$ cat config.mk
export PLATFORM = sky130hd
export DESIGN_NAME = pxs_vga_sync_gen
export DESIGN_NICKNAME = d
export VERILOG_FILES = /design/src/rtl/pxs_vga_sync_gen.sv
export SDC_FILE = /design/constraint.sdc
export NUM_CORES = 1
export LEC_CHECK = 0
export CORE_UTILIZATION = 45
export DETAILED_ROUTE_END_ITERATION = 6
export PLACE_DENSITY = 0.67
export SLEW_MARGIN = 0
export SYNTH_ARGS = -nofsm -noshare
export SYNTH_HDL_FRONTEND = slang
export SYNTH_SLANG_ARGS = --single-unit
export TNS_END_PERCENT = 10
$ cat constraint.sdc
create_clock -name px_clk -period 1.9 [get_ports px_clk]
set_clock_uncertainty 0.15 [all_clocks]
set_input_delay 0.57 -clock px_clk [delete_from_list [all_inputs] [get_ports px_clk]]
set_output_delay 0.57 -clock px_clk [all_outputs]
set_load 0.01 [all_outputs]
$ cat src/rtl/pxs_vga_sync_gen.sv
// pxs_vga_sync_gen: free-running VGA timing generator at the head of the iPxs
// pixel-stream chain. It emits coordinates, HSync, VSync and ActiveVideo (no RGB).
// Latency: 1 px_clk from counter state to registered outputs. Backpressure: none.
// The block never stalls on downstream. px_en=0 freezes the counters and all outputs.
//
// Ports:
//   px_clk    in   1   pixel clock
//   rst_n     in   1   asynchronous active-low reset
//   px_en     in   1   advance enable; when low, counters and outputs hold
//   VGAStr_o  out  23  {X[22:13], Y[12:3], HSync[2], VSync[1], ActiveVideo[0]}
//   frame_o   out  1   pulse on the beat carrying (X=0, Y=0)
//   line_o    out  1   pulse on every beat carrying X=0
module pxs_vga_sync_gen #(
  parameter int unsigned H_ACTIVE = 640,
  parameter int unsigned H_FP     = 16,
  parameter int unsigned H_SYNC   = 96,
  parameter int unsigned H_BP     = 48,
  parameter int unsigned V_ACTIVE = 480,
  parameter int unsigned V_FP     = 10,
  parameter int unsigned V_SYNC   = 2,
  parameter int unsigned V_BP     = 33,
  parameter bit          SYNC_ACT = 1'b0
) (
  input  logic        px_clk,
  input  logic        rst_n,
  input  logic        px_en,
  output logic [22:0] VGAStr_o,
  output logic        frame_o,
  output logic        line_o
);

  localparam int unsigned H_TOTAL = H_ACTIVE + H_FP + H_SYNC + H_BP;
  localparam int unsigned V_TOTAL = V_ACTIVE + V_FP + V_SYNC + V_BP;

  // Counters are 10 bits wide, so a line or frame longer than 1024 cannot be represented.
  if (H_TOTAL > 1024 || H_TOTAL == 0) begin : g_bad_h_total
    $error("pxs_vga_sync_gen: H_TOTAL must be in 1..1024");
  end
  if (V_TOTAL > 1024 || V_TOTAL == 0) begin : g_bad_v_total
    $error("pxs_vga_sync_gen: V_TOTAL must be in 1..1024");
  end

  // Comparisons are done at 11 bits. A threshold of exactly 1024 stays representable.
  localparam logic [10:0] H_LAST_C       = 11'(H_TOTAL - 1);
  localparam logic [10:0] V_LAST_C       = 11'(V_TOTAL - 1);
  localparam logic [10:0] H_ACTIVE_C     = 11'(H_ACTIVE);
  localparam logic [10:0] V_ACTIVE_C     = 11'(V_ACTIVE);
  localparam logic [10:0] H_SYNC_START_C = 11'(H_ACTIVE + H_FP);
  localparam logic [10:0] H_SYNC_END_C   = 11'(H_ACTIVE + H_FP + H_SYNC);
  localparam logic [10:0] V_SYNC_START_C = 11'(V_ACTIVE + V_FP);
  localparam logic [10:0] V_SYNC_END_C   = 11'(V_ACTIVE + V_FP + V_SYNC);

  // Counter state
  logic [9:0] h_cnt;
  logic [9:0] v_cnt;
  logic [9:0] h_nxt;
  logic [9:0] v_nxt;
  logic [10:0] h_ext;
  logic [10:0] v_ext;
  logic        h_wrap;
  logic        v_wrap;

  // Decoded (pre-register) stream fields
  logic        active_d;
  logic        hsync_d;
  logic        vsync_d;
  logic        line_d;
  logic        frame_d;

  // Registered outputs
  logic [9:0]  x_q;
  logic [9:0]  y_q;
  logic        active_q;
  logic        hsync_q;
  logic        vsync_q;
  logic        frame_q;
  logic        line_q;

  assign h_ext  = {1'b0, h_cnt};
  assign v_ext  = {1'b0, v_cnt};
  assign h_wrap = (h_ext == H_LAST_C);
  assign v_wrap = (v_ext == V_LAST_C);

  // The vertical counter only moves when the horizontal counter wraps.
  // (H_TOTAL-1, V_TOTAL-1) therefore rolls over to (0,0) in one step.
  always_comb begin
    h_nxt = h_cnt + 10'd1;
    v_nxt = v_cnt;
    if (h_wrap) begin
      h_nxt = '0;
      v_nxt = v_wrap ? '0 : (v_cnt + 10'd1);
    end
  end

  // The decode uses the pre-increment counts. Each registered beat therefore
  // describes the position the counters held before the enabled edge.
  always_comb begin
    active_d = (h_ext < H_ACTIVE_C) && (v_ext < V_ACTIVE_C);
    hsync_d  = ((h_ext >= H_SYNC_START_C) && (h_ext < H_SYNC_END_C)) ? SYNC_ACT : ~SYNC_ACT;
    vsync_d  = ((v_ext >= V_SYNC_START_C) && (v_ext < V_SYNC_END_C)) ? SYNC_ACT : ~SYNC_ACT;
    line_d   = (h_cnt == 10'd0);
    frame_d  = (h_cnt == 10'd0) && (v_cnt == 10'd0);
  end

  always_ff @(posedge px_clk or negedge rst_n) begin
    if (!rst_n) begin
      h_cnt    <= '0;
      v_cnt    <= '0;
      x_q      <= '0;
      y_q      <= '0;
      active_q <= 1'b0;
      hsync_q  <= ~SYNC_ACT;
      vsync_q  <= ~SYNC_ACT;
      frame_q  <= 1'b0;
      line_q   <= 1'b0;
    end else if (px_en) begin
      h_cnt    <= h_nxt;
      v_cnt    <= v_nxt;
      x_q      <= h_cnt;
      y_q      <= v_cnt;
      active_q <= active_d;
      hsync_q  <= hsync_d;
      vsync_q  <= vsync_d;
      frame_q  <= frame_d;
      line_q   <= line_d;
    end
  end

  assign VGAStr_o = {x_q, y_q, hsync_q, vsync_q, active_q};
  assign frame_o  = frame_q;
  assign line_o   = line_q;

endmodule

==> results.toml <==
[status]
status = "finished with violations"
violations = "DRC"

[final_layout]
postLayoutCellArea_um2 = 2545
fin_nets = 221
fillers = 393
utilization_pct = 57.26
drive_gt1_share_pct = 23.72
synthToLayoutAreaGrowth_pct = 19.65
diodes = 0
finalNonFillerCells = 267

[yosys]
synth_area_leader_cell = "dfrtp_1"
syn_nets = 190
ys_seq_area_share_pct = 53.06
synthCells = 183
synth_most_common_cell = "dfrtp_1"
synth.avg_cell_area_um2 = 11.62
netlist.area_leader.share_pct = 50.59
ys_seq_elements = 45
yosys_warnings = 0
synth_edf_count = 0
synthesis.area_um2 = 2127
synthDistinctLibCells = 41
yosys-top-cells-count = "dfrtp_1 (43), mux2_2 (20), nand3_1 (12)"
synth_area_leaders = "dfrtp_1 (51%), mux2_2 (11%), nand3_1 (2.8%)"
synth_flop_cell = "dfrtp_1"
synthArstFlopShare_pct = 100.0

[power]
power_density_nw_per_um2 = 900.0
finalPower_uw = 2290
power_frac_seq_pct = 53.0
vdd_drop_max_v = 0.0004329
p_int_uw = 1633
switching_share_pct = 28.70
leakagePower_uw = 0.001221
pwr-share-clk_pct = 27.9
power_frac_comb_pct = 19.0
p_sw_uw = 657.5

[critical_path]
critPathBufInv = 1
cp.required_ps = 1180
cp.arrival_ps = 1100
path_cells = "dlygate4sd2_1"
slowest_delay_ps = 540
crit_path_start_kind = "flop"
cp_top_family = "flip-flops"
critical_path.max_fanout = 2
critPathKind = "flop to output port"
cp-end-kind = "output port"
slowest_stage = "dfstp_2"

[place]
gp_congestion = 0.7870
dp_hpwl_um = 3088
placed_cell_area_um2 = 2466
dp_cells = 259
io_buffers = 27

[floorplanning]
fp.dieH_um = 70.75
rows = 24
dieArea_um2 = 5006
start_util_pct = 47.86
design.core.area_um2 = 4444
ios = 28
die_w_um = 70.75

[global_routing]
gr-usage-all-layers_pct = 19.24
grt_max_degree = 30
antenna_found_initial = 0
grt_pass1_vias = 1599
grt_pass1_wl_um = 7452
grt_remaining_overflow = 0

[cts]
cts_hold_buffers = 0
post_cts_resized = 25
cts_sinks = 45
cts_setup_buffers = 0
cts-root-buf = "clkbuf_8"
clk_latency_ps = 300
cts_buffers = 5
clk_pin_slew_worst_paths_ps = 80
cts_buffer_depth = 2
cts_tree = "done"
h-tree-depth = 2

[timing]
drv_slew = 0
worstMarginPinSlew_ps = 410.4
setup_viol = 0
min_period_ps = 1820
hold_viol = 0
clock.fmax_mhz = 549.5
relSlewSlack_pct = 72.64
rsz0062_at_grt = "no"
timing.final.crit_share_pct = 95.77

[detailed_routing]
drtIter0Drc = 121
detail_route.wirelength_um = 4279
avgViaCountPerCell = 5.648
ant_nets = 0
drc = 6
wl_per_cell_um = 16.03
num_vias = 1508
drt_first_pass_iters = 6

[flow_run]
maxCapViolations = 0

[hold_path]
hold_class = "input pin to asynchronous set/reset pin"
[flip-flops by register name (all words and copies together) (netlist names), 10 cells and up]
name,count
v_cnt,10
x_q,10
y_q,10
h_cnt,10
[power groups by stage]
stage                     clock [uW]  combinational (uW)  sequential, uW
after floorplan                    0                 279            1210
after global placement             0                 468            1230
after detailed placement           0                 479            1240
after CTS                        662                 437            1220
after global routing             706                 476            1240
final                            640                 436            1210
[placed cells by master, fill, tap and decap left out, drive strengths merged]
cell type / Yosys / layout
dfrtp: 43 / 43
dlygate4sd2: 0 / 25
mux2: 20 / 20
nand3: 13 / 13
inv: 11 / 11
o21ai: 11 / 11
nand2: 9 / 9
buf: 9 / 9
nor3: 8 / 8
clkbuf: 2 / 7
nor2: 6 / 6
xor2: 5 / 5
nand4: 5 / 5
xnor2: 4 / 4
ha: 4 / 4
and3: 4 / 4
mux2i: 3 / 3
o22ai: 3 / 3
a31oi: 3 / 3
a21oi: 2 / 2
a41oi: 2 / 2
dfstp: 2 / 2
nor4: 2 / 2
and2: 1 / 1
and4bb: 1 / 1
and4b: 1 / 1
or3: 1 / 1
and2b: 1 / 1
nand2b: 1 / 1
nor2b: 1 / 1
a41o: 1 / 1
o31ai: 1 / 1
nand4b: 1 / 1
nor4b: 1 / 1
nor3b: 1 / 1
clkinv: 0 / 1
dlymetal6s2s: 0 / 1
[worst paths after layout]
kind | slack (ps) | to | depth (start not counted) | start
worst min-delay path | 40 | x_q[3] | 1 | rst_n
max in group asynchronous | 1000 | vsync_q | 2 | rst_n
worst max-delay path | 80 | VGAStr_o[1] | 1 | vsync_q
worst min register to register | 350 | hsync_q | 2 | hsync_q
min in group px_clk | 350 | hsync_q | 2 | hsync_q
worst max register to register | 190 | v_cnt[2] | 5 | h_cnt[1]
[per-stage QoR]
step / setup TNS, ps / setup WS [ps] / hold slack, ps
2_1_floorplan: 0 / 336.4 / 124.4
3_3_place_gp: -4501 / -231.7 / 337.6
3_5_place_dp: -5710 / -272.3 / 346.0
4_1_cts: 0 / 37.27 / 46.19
5_1_grt: 0 / 54.43 / 55.16
6_report: 0 / 80.31 / 40.13
[layer usage]
layer / wire length (um) / share of wire [%] / vias up / global-route usage, %
met5: 0 / 0 / - / 0
met4: 87 / 2.0 / 0 / 9.778
met3: 164 / 3.8 / 11 / 4.986
met2: 2186 / 51 / 37 / 31.84
met1: 1840 / 43 / 753 / 23.34
li1: - / - / 707 / -
[logic make-up after synthesis]
logic type | share of synthesized area, %
AO/OA/AOI/OAI | 6.471
XOR/XNOR | 3.706
adder cells (fa/ha/maj) | 2.353
buffers and inverters | 4.941
flip-flops | 53.06
multiplexers | 12.00
AND/OR/NAND/NOR | 17.47
[area by class of cell]
type / instances / area [um^2] / area share (%)
sequential: 45 / 1129 / 44.35
multi-input combinational: 116 / 895.9 / 35.20
timing repair buffer: 35 / 312.8 / 12.29
clock buffer: 7 / 96.34 / 3.786
tap: 52 / 65.06 / 2.557
inverter: 11 / 41.29 / 1.622
clock inverter: 1 / 5.005 / 0.1967
No activity file was read; power rests on OpenSTA's default activity.
